## src/rtl/pc_sequencer.sv

```systemverilog
// pc_sequencer: program counter and fetch sequencer with branch-if-equal, halt and retire counting
module pc_sequencer #(
  parameter int PC_W     = 10,
  parameter int END_ADDR = 1023,
  parameter int CNT_W    = 16
) (
  input  logic             clk,
  input  logic             reset,
  input  logic             start,
  input  logic             stall,
  input  logic             branch_en,
  input  logic [7:0]       alu_result,
  input  logic [PC_W-1:0]  branch_target,
  input  logic             halt_req,
  output logic [PC_W-1:0]  pc,
  output logic             fetch_valid,
  output logic             branch_taken,
  output logic             done,
  output logic [CNT_W-1:0] instr_count
);
  localparam logic [1:0] S_IDLE = 2'd0;
  localparam logic [1:0] S_RUN  = 2'd1;
  localparam logic [1:0] S_HALT = 2'd2;
  localparam logic [PC_W-1:0] LAST = PC_W'(END_ADDR);
  logic [1:0]       r_state;
  logic [PC_W-1:0]  r_pc;
  logic             r_taken;
  logic [CNT_W-1:0] r_count;
  logic             w_take;
  logic             w_last;
  logic [CNT_W-1:0] w_count_inc;
  // a zero ALU result means the compared operands were equal
  assign w_take      = branch_en && (alu_result == 8'h00);
  // a pc at or beyond the last address cannot advance sequentially (run-off)
  assign w_last      = r_pc >= LAST;
  assign w_count_inc = (&r_count) ? r_count : r_count + CNT_W'(1);
  // state, pc, branch pulse and retire counter; every unstalled RUN cycle retires one instruction
  always_ff @(posedge clk or posedge reset) begin
    if (reset) begin
      r_state <= S_IDLE;
      r_pc    <= '0;
      r_taken <= 1'b0;
      r_count <= '0;
    end else begin
      r_taken <= 1'b0;
      if (r_state == S_RUN) begin
        if (!stall) begin
          r_count <= w_count_inc;
          if (halt_req) r_state <= S_HALT;
          else if (w_take) begin
            r_pc    <= branch_target;
            r_taken <= 1'b1;
          end else if (!w_last) r_pc <= r_pc + PC_W'(1);
          else r_state <= S_HALT;
        end
      end else if (start) begin
        r_state <= S_RUN;
        r_pc    <= '0;
        r_count <= '0;
      end else if (r_state != S_HALT) r_state <= S_IDLE;
    end
  end
  assign pc           = r_pc;
  assign fetch_valid  = r_state == S_RUN;
  assign done         = r_state == S_HALT;
  assign branch_taken = r_taken;
  assign instr_count  = r_count;
endmodule

```

## config.mk

```make
export PLATFORM = sky130hd
export DESIGN_NAME = pc_sequencer
export DESIGN_NICKNAME = d
export VERILOG_FILES = /design/src/rtl/pc_sequencer.sv
export SDC_FILE = /design/constraint.sdc
export NUM_CORES = 1
export LEC_CHECK = 0
export ABC_AREA = 1
export CORE_ASPECT_RATIO = 0.6
export CORE_MARGIN = 1
export CORE_UTILIZATION = 30
export CTS_CLUSTER_DIAMETER = 80
export DETAILED_ROUTE_END_ITERATION = 8
export PLACE_DENSITY = 0.52
export SLEW_MARGIN = 10
export SYNTH_ARGS = -nofsm -noshare
export SYNTH_HDL_FRONTEND = slang
export SYNTH_SLANG_ARGS = --single-unit
```

## constraint.sdc

```tcl
create_clock -name clk -period 3.6 [get_ports clk]
set_input_delay 0.72 -clock clk [delete_from_list [all_inputs] [get_ports clk]]
set_output_delay 0.72 -clock clk [all_outputs]
set_load 0.01 [all_outputs]
```

==> flow_summary_export.csv, run 1 <==
group,metric,value,unit
yosys,synth_area_per_cell,6.53,um2
outcome,outcome,"completed",
yosys,ys_seq_area_share,36.0,%
clock_tree,cts_max_level,2,
yosys,synth_cell_types,22,
die,dieHeight,65.5,um
flow_run,maxCapViolCount,0,
clock_tree,postCtsSetupRepairBufs,0,
die,die-area,7070,um2
placement,place.gp.congestion,0.814,
drt,drtPass1Iterations,5,
die,fp.dieW,108,um
grt,grt_pass1_vias,1749,
drt,drt_iter0_drc,144,
placement,placed_area,2590,um2
layout,final_cell_mix,"nand2_1, clkdlybuf4s50_1, nor2_1, nand3_1, inv_1",
clock_tree,cts_num_sinks,29,
layout,finish.utilization,42.5,%
setup_path,worstSetupPathType,"register to primary output",
clock_tree,postCtsHoldBufs,0,
setup_path,worstSetupStartpointType,"register",
sta,fin_worst_skew,0.00303,ns
grt,grt.overflow.total,0,
die,placementRows,22,
grt,track_usage,16.7,%
yosys,synth-edff-count,0,
clock_tree,postCtsResizedCells,0,
grt,grt_first_pass_wirelength,8930,um
layout,fillers,670,
drt,via_per_inst,4.57,
setup_path,cp_data_arrival_time,1.70,ns
worst_hold_path,min_path_type,"register to register",
layout,regArea,726,um2
sta,rsz0062_at_grt,"false",
yosys,ys_warn_count,0,
sta,slew_headroom,57.3,%
layout,layout.nets,388,
yosys,synthesis.nets,335,
sta,max_freq,413,MHz
die,pin_count,53,
sta,setup_viol_count_final,0,
sta,slew_violations,0,
clock_tree,clockBufferDepth,2,
die,initial_core_util,32.0,%
power,ir_drop,0.000255,V
sta,period_minus_slack,2.42,ns
placement,dp_hpwl,4050,um
setup_path,critPathRequiredTime,2.88,ns
sta,finalCritPeriodShare,67.2,%
clock_tree,cts_made_buffers,5,
layout,area_delta_synth_final,32.8,%
drt,wl_per_cell,12.2,um
yosys,synthArstFlopShare,100,%
clock_tree,cts_tree,"built",
layout,multi_input_area,1090,um2
power,p_leak,0.00116,uW
grt,grt_antenna_before_repair,0,
clock_tree,clk_pin_slew,0.06,ns
power,power,1060,uW
yosys,synthCells,309,
clock_tree,insertion_delay,0.27,ns
drt,totalWireLength,5420,um
layout,drive_gt1_share,5.80,%
sta,hold_slack,0.546,ns
die,coreArea,6300,um2
drt,vias,2040,
drt,drcViolationCount,0,
sta,tightest_slew,0.638,ns
grt,grt_max_degree,31,
clock_tree,cts-root-buf,"clkbuf_8",
layout,diodes,0,
sta,fin_tns_setup,0,ns
sta,finalHoldViolCount,0,
setup_path,r2r_slack,1.57,ns
power,power.density,396,nW/um2
setup_path,cp_max_fo,17,
layout,stdcell_area,2680,um2
drt,postRouteAntennaNets,0,
layout,mostFrequentLayoutCell,"nand2_1",
placement,portBuffers,52,
yosys,ys_ff_latch,29,
setup_path,worstSetupEndpointType,"primary output",
yosys,synth_top_flop_cell,"dfrtp_1",
yosys,netlist_area,2020,um2
layout make-up:
class                      instances  area share (%)
multi-input combinational        235            40.6
sequential                        29            27.1
timing repair buffer              54            20.0
inverter                          37            5.19
tap                               84            3.93
clock buffer                       7            3.22
cell usage after synthesis, types with 2 or more instances:
cell / count / share of area [%]
nand3_2: 2 / 0.99
nand2_1: 104 / 19
buf_4: 3 / 1.1
o21ai_0: 14 / 3.5
ha_1: 2 / 1.2
inv_2: 3 / 0.56
nand3b_1: 3 / 1.1
nand4_1: 6 / 1.9
buf_6: 3 / 1.7
buf_2: 2 / 0.50
o21ai_1: 14 / 3.5
nand3_1: 35 / 8.7
xor2_1: 7 / 3.0
inv_1: 34 / 6.3
nand2_2: 4 / 1.2
nor2_2: 2 / 0.62
dfrtp_1: 29 / 36
nor2_1: 35 / 6.5
o21bai_1: 3 / 1.1
or2_2: 2 / 0.62
logic make-up after synthesis:
logic type / after synthesis / share of synthesized area, %
flops: 29 / 36.0
buf+inv: 45 / 10.2
simple gates: 194 / 41.3
compound gates: 32 / 8.31
xor+xnor: 7 / 3.04
fa+ha+maj: 2 / 1.24
power by group:
group	internal (uW)	total [uW]	switching [uW]
clock network	152	275	123
registers	355	391	35.7
logic	140	396	256
worst max-delay path: stages (launching register included):
cell and delay (ns):
dfrtp_1 0.36, inv_1 0.07, nand2_2 0.11, inv_2 0.28, clkdlybuf4s50_1 0.60
final timing paths:
path,from,endpoint,cells past startpoint
setup / recovery,r_state[1],fetch_valid,4
hold / removal,instr_count[15],instr_count[15],2
setup reg to reg,instr_count[0],instr_count[7],10
hold reg to reg,instr_count[15],instr_count[15],2
max in group asynchronous,reset,instr_count[12],3
min in group asynchronous,reset,instr_count[1],3
state kept, by name, indices dropped and copies added (netlist names):
name          flops
pc               10
branch_taken      1
r_state           2
instr_count      16
metrics by stage:
step | instances | setup WS, ns
2_1_floorplan | 309 | 1.96
3_3_place_gp | 439 | 1.24
3_5_place_dp | 439 | 1.20
4_1_cts | 446 | 1.16
5_1_grt | 446 | 1.06
6_report | 446 | 1.18
per-layer routing:
metal / up-vias / global-route usage, % / share of wire [%]
li1: 1084 / - / -
met1: 898 / 27.4 / 58
met2: 56 / 20.8 / 36
met3: 2 / 4.07 / 5.9
met4: 0 / 3.08 / 0.28
met5: - / 0 / 0
No activity file was read; power rests on OpenSTA's default activity.
==> inputs of run 2 (changes only) <==
- clock period: 3.6 -> 2.5 ns (I/O delays scaled with it)
==> flow_summary_export.csv, run 2 (synthesis results as in run 1) <==
group,metric,value,unit
clock_tree,clockBufferDepth,2,
grt,grt_antenna_before_repair,0,
grt,grt_pass1_vias,1803,
power,ir_drop,0.000303,V
sta,finalHoldViolCount,0,
layout,layout.nets,390,
drt,wl_per_cell,11.5,um
sta,rsz0062_at_grt,"false",
outcome,outcome,"completed",
clock_tree,postCtsHoldBufs,0,
layout,diodes,0,
clock_tree,cts_max_level,2,
clock_tree,cts_num_sinks,29,
power,power.density,583,nW/um2
sta,fin_worst_skew,0.00322,ns
layout,mostFrequentLayoutCell,"nand2_1",
layout,drive_gt1_share,6.85,%
drt,totalWireLength,5170,um
grt,grt_first_pass_wirelength,8830,um
clock_tree,insertion_delay,0.28,ns
sta,finalCritPeriodShare,88.2,%
grt,grt.overflow.total,0,
clock_tree,clk_pin_slew,0.07,ns
worst_hold_path,min_path_type,"register to register",
die,die-area,7070,um2
layout,multi_input_area,1090,um2
clock_tree,cts-root-buf,"clkbuf_8",
placement,dpl.cell_count,441,
placement,dp_worst_setup_slack,0.383,ns
layout,area_delta_synth_final,34.2,%
setup_path,r2r_slack,0.56,ns
setup_path,worstSetupPathType,"register to primary output",
layout,largest_reg_flops,16,
sta,setup_viol_count_final,0,
sta,max_freq,453,MHz
placement,portBuffers,52,
power,p_leak,0.00118,uW
layout,regArea,726,um2
sta,hold_slack,0.545,ns
placement,placed_area,2610,um2
sta,slew_headroom,74.1,%
sta,worst_slack,0.294,ns
flow_run,maxCapViolCount,0,
setup_path,critPathRequiredTime,2.00,ns
setup_path,cp_data_arrival_time,1.71,ns
die,fp.dieW,108,um
sta,fin_tns_setup,0,ns
grt,grt_max_degree,30,
die,pin_count,53,
layout,fillers,678,
die,initial_core_util,32.0,%
drt,via_per_inst,4.45,
sta,tightest_slew,0.389,ns
drt,drt_iter0_drc,93,
clock_tree,cts_tree,"built",
clock_tree,cts_made_buffers,5,
setup_path,worstSetupStartpointType,"register",
drt,vias,2000,
grt,track_usage,16.5,%
sta,slew_violations,0,
setup_path,cp_max_fo,17,
die,coreArea,6300,um2
clock_tree,postCtsSetupRepairBufs,0,
sta,period_minus_slack,2.21,ns
drt,drcViolationCount,0,
layout,stdcell_area,2710,um2
setup_path,worstSetupEndpointType,"primary output",
layout,fin_cells,449,
die,dieHeight,65.5,um
placement,dp_hpwl,3890,um
die,placementRows,22,
clock_tree,postCtsResizedCells,0,
drt,postRouteAntennaNets,0,
placement,place.gp.congestion,0.794,
layout,final_cell_mix,"nand2_1, clkdlybuf4s50_1, nor2_1, nand3_1, inv_1",
drt,drtPass1Iterations,4,
## run 2: cell types whose count changed in the layout (fill, tap and decap cells not counted)
cell,change
clkbuf_8,+1
clkinv_2,+1
clkbuf_1,-1
buf_4,+2
## run 2: routing by layer
layer	wire length [um]	GRT usage, %	vias to the layer above
met5	0	0	-
met4	44	4.62	0
met3	293	4.46	4
met2	1800	21.1	40
met1	3030	25.9	867
li1	-	-	1089
## run 2: power by group
part | leakage [uW] | internal, uW | total [uW] | switching [uW]
combinational | 0.000723 | 210 | 574 | 365
sequential | 0.000399 | 511 | 561 | 49.7
clock | 0.0000542 | 249 | 442 | 194
## run 2: metrics by stage
step / utilization (%) / power [uW]
after floorplan: - / 991
after global placement: 41.3 / 1150
after detailed placement: 41.3 / 1150
after CTS: 43.0 / 1600
after global routing: 43.0 / 1700
final: 43.0 / 1580
## run 2: worst paths after layout
check | startpoint | endpoint | cells after the start
hold reg to reg | instr_count[15] | instr_count[15] | 2
min in group asynchronous | reset | instr_count[1] | 3
max in group asynchronous | reset | pc[9] | 3
setup reg to reg | instr_count[0] | instr_count[10] | 9
setup / recovery | r_state[1] | fetch_valid | 4
hold / removal | instr_count[15] | instr_count[15] | 2
## run 2: layout make-up
cell class / instances / area share [%]
multi-input combinational: 235 / 40.1
timing repair buffer: 56 / 20.3
inverter: 37 / 5.13
clock buffer: 7 / 3.56
tap: 84 / 3.88
clock inverter: 1 / 0.185
sequential: 29 / 26.8
## run 2: critical path: stages (launching register included)
cell and delay [ns]:
dfrtp_1 0.36, inv_1 0.07, nand2_2 0.11, inv_2 0.27
clkdlybuf4s50_1 0.60
==> inputs of run 3 (changes only) <==
- CTS_CLUSTER_DIAMETER: 80 -> 100
- SKIP_CTS_REPAIR_TIMING: not set -> 1
==> results of run 3 <==
The final DEF is identical to that of run 2; final timing and power are the same.
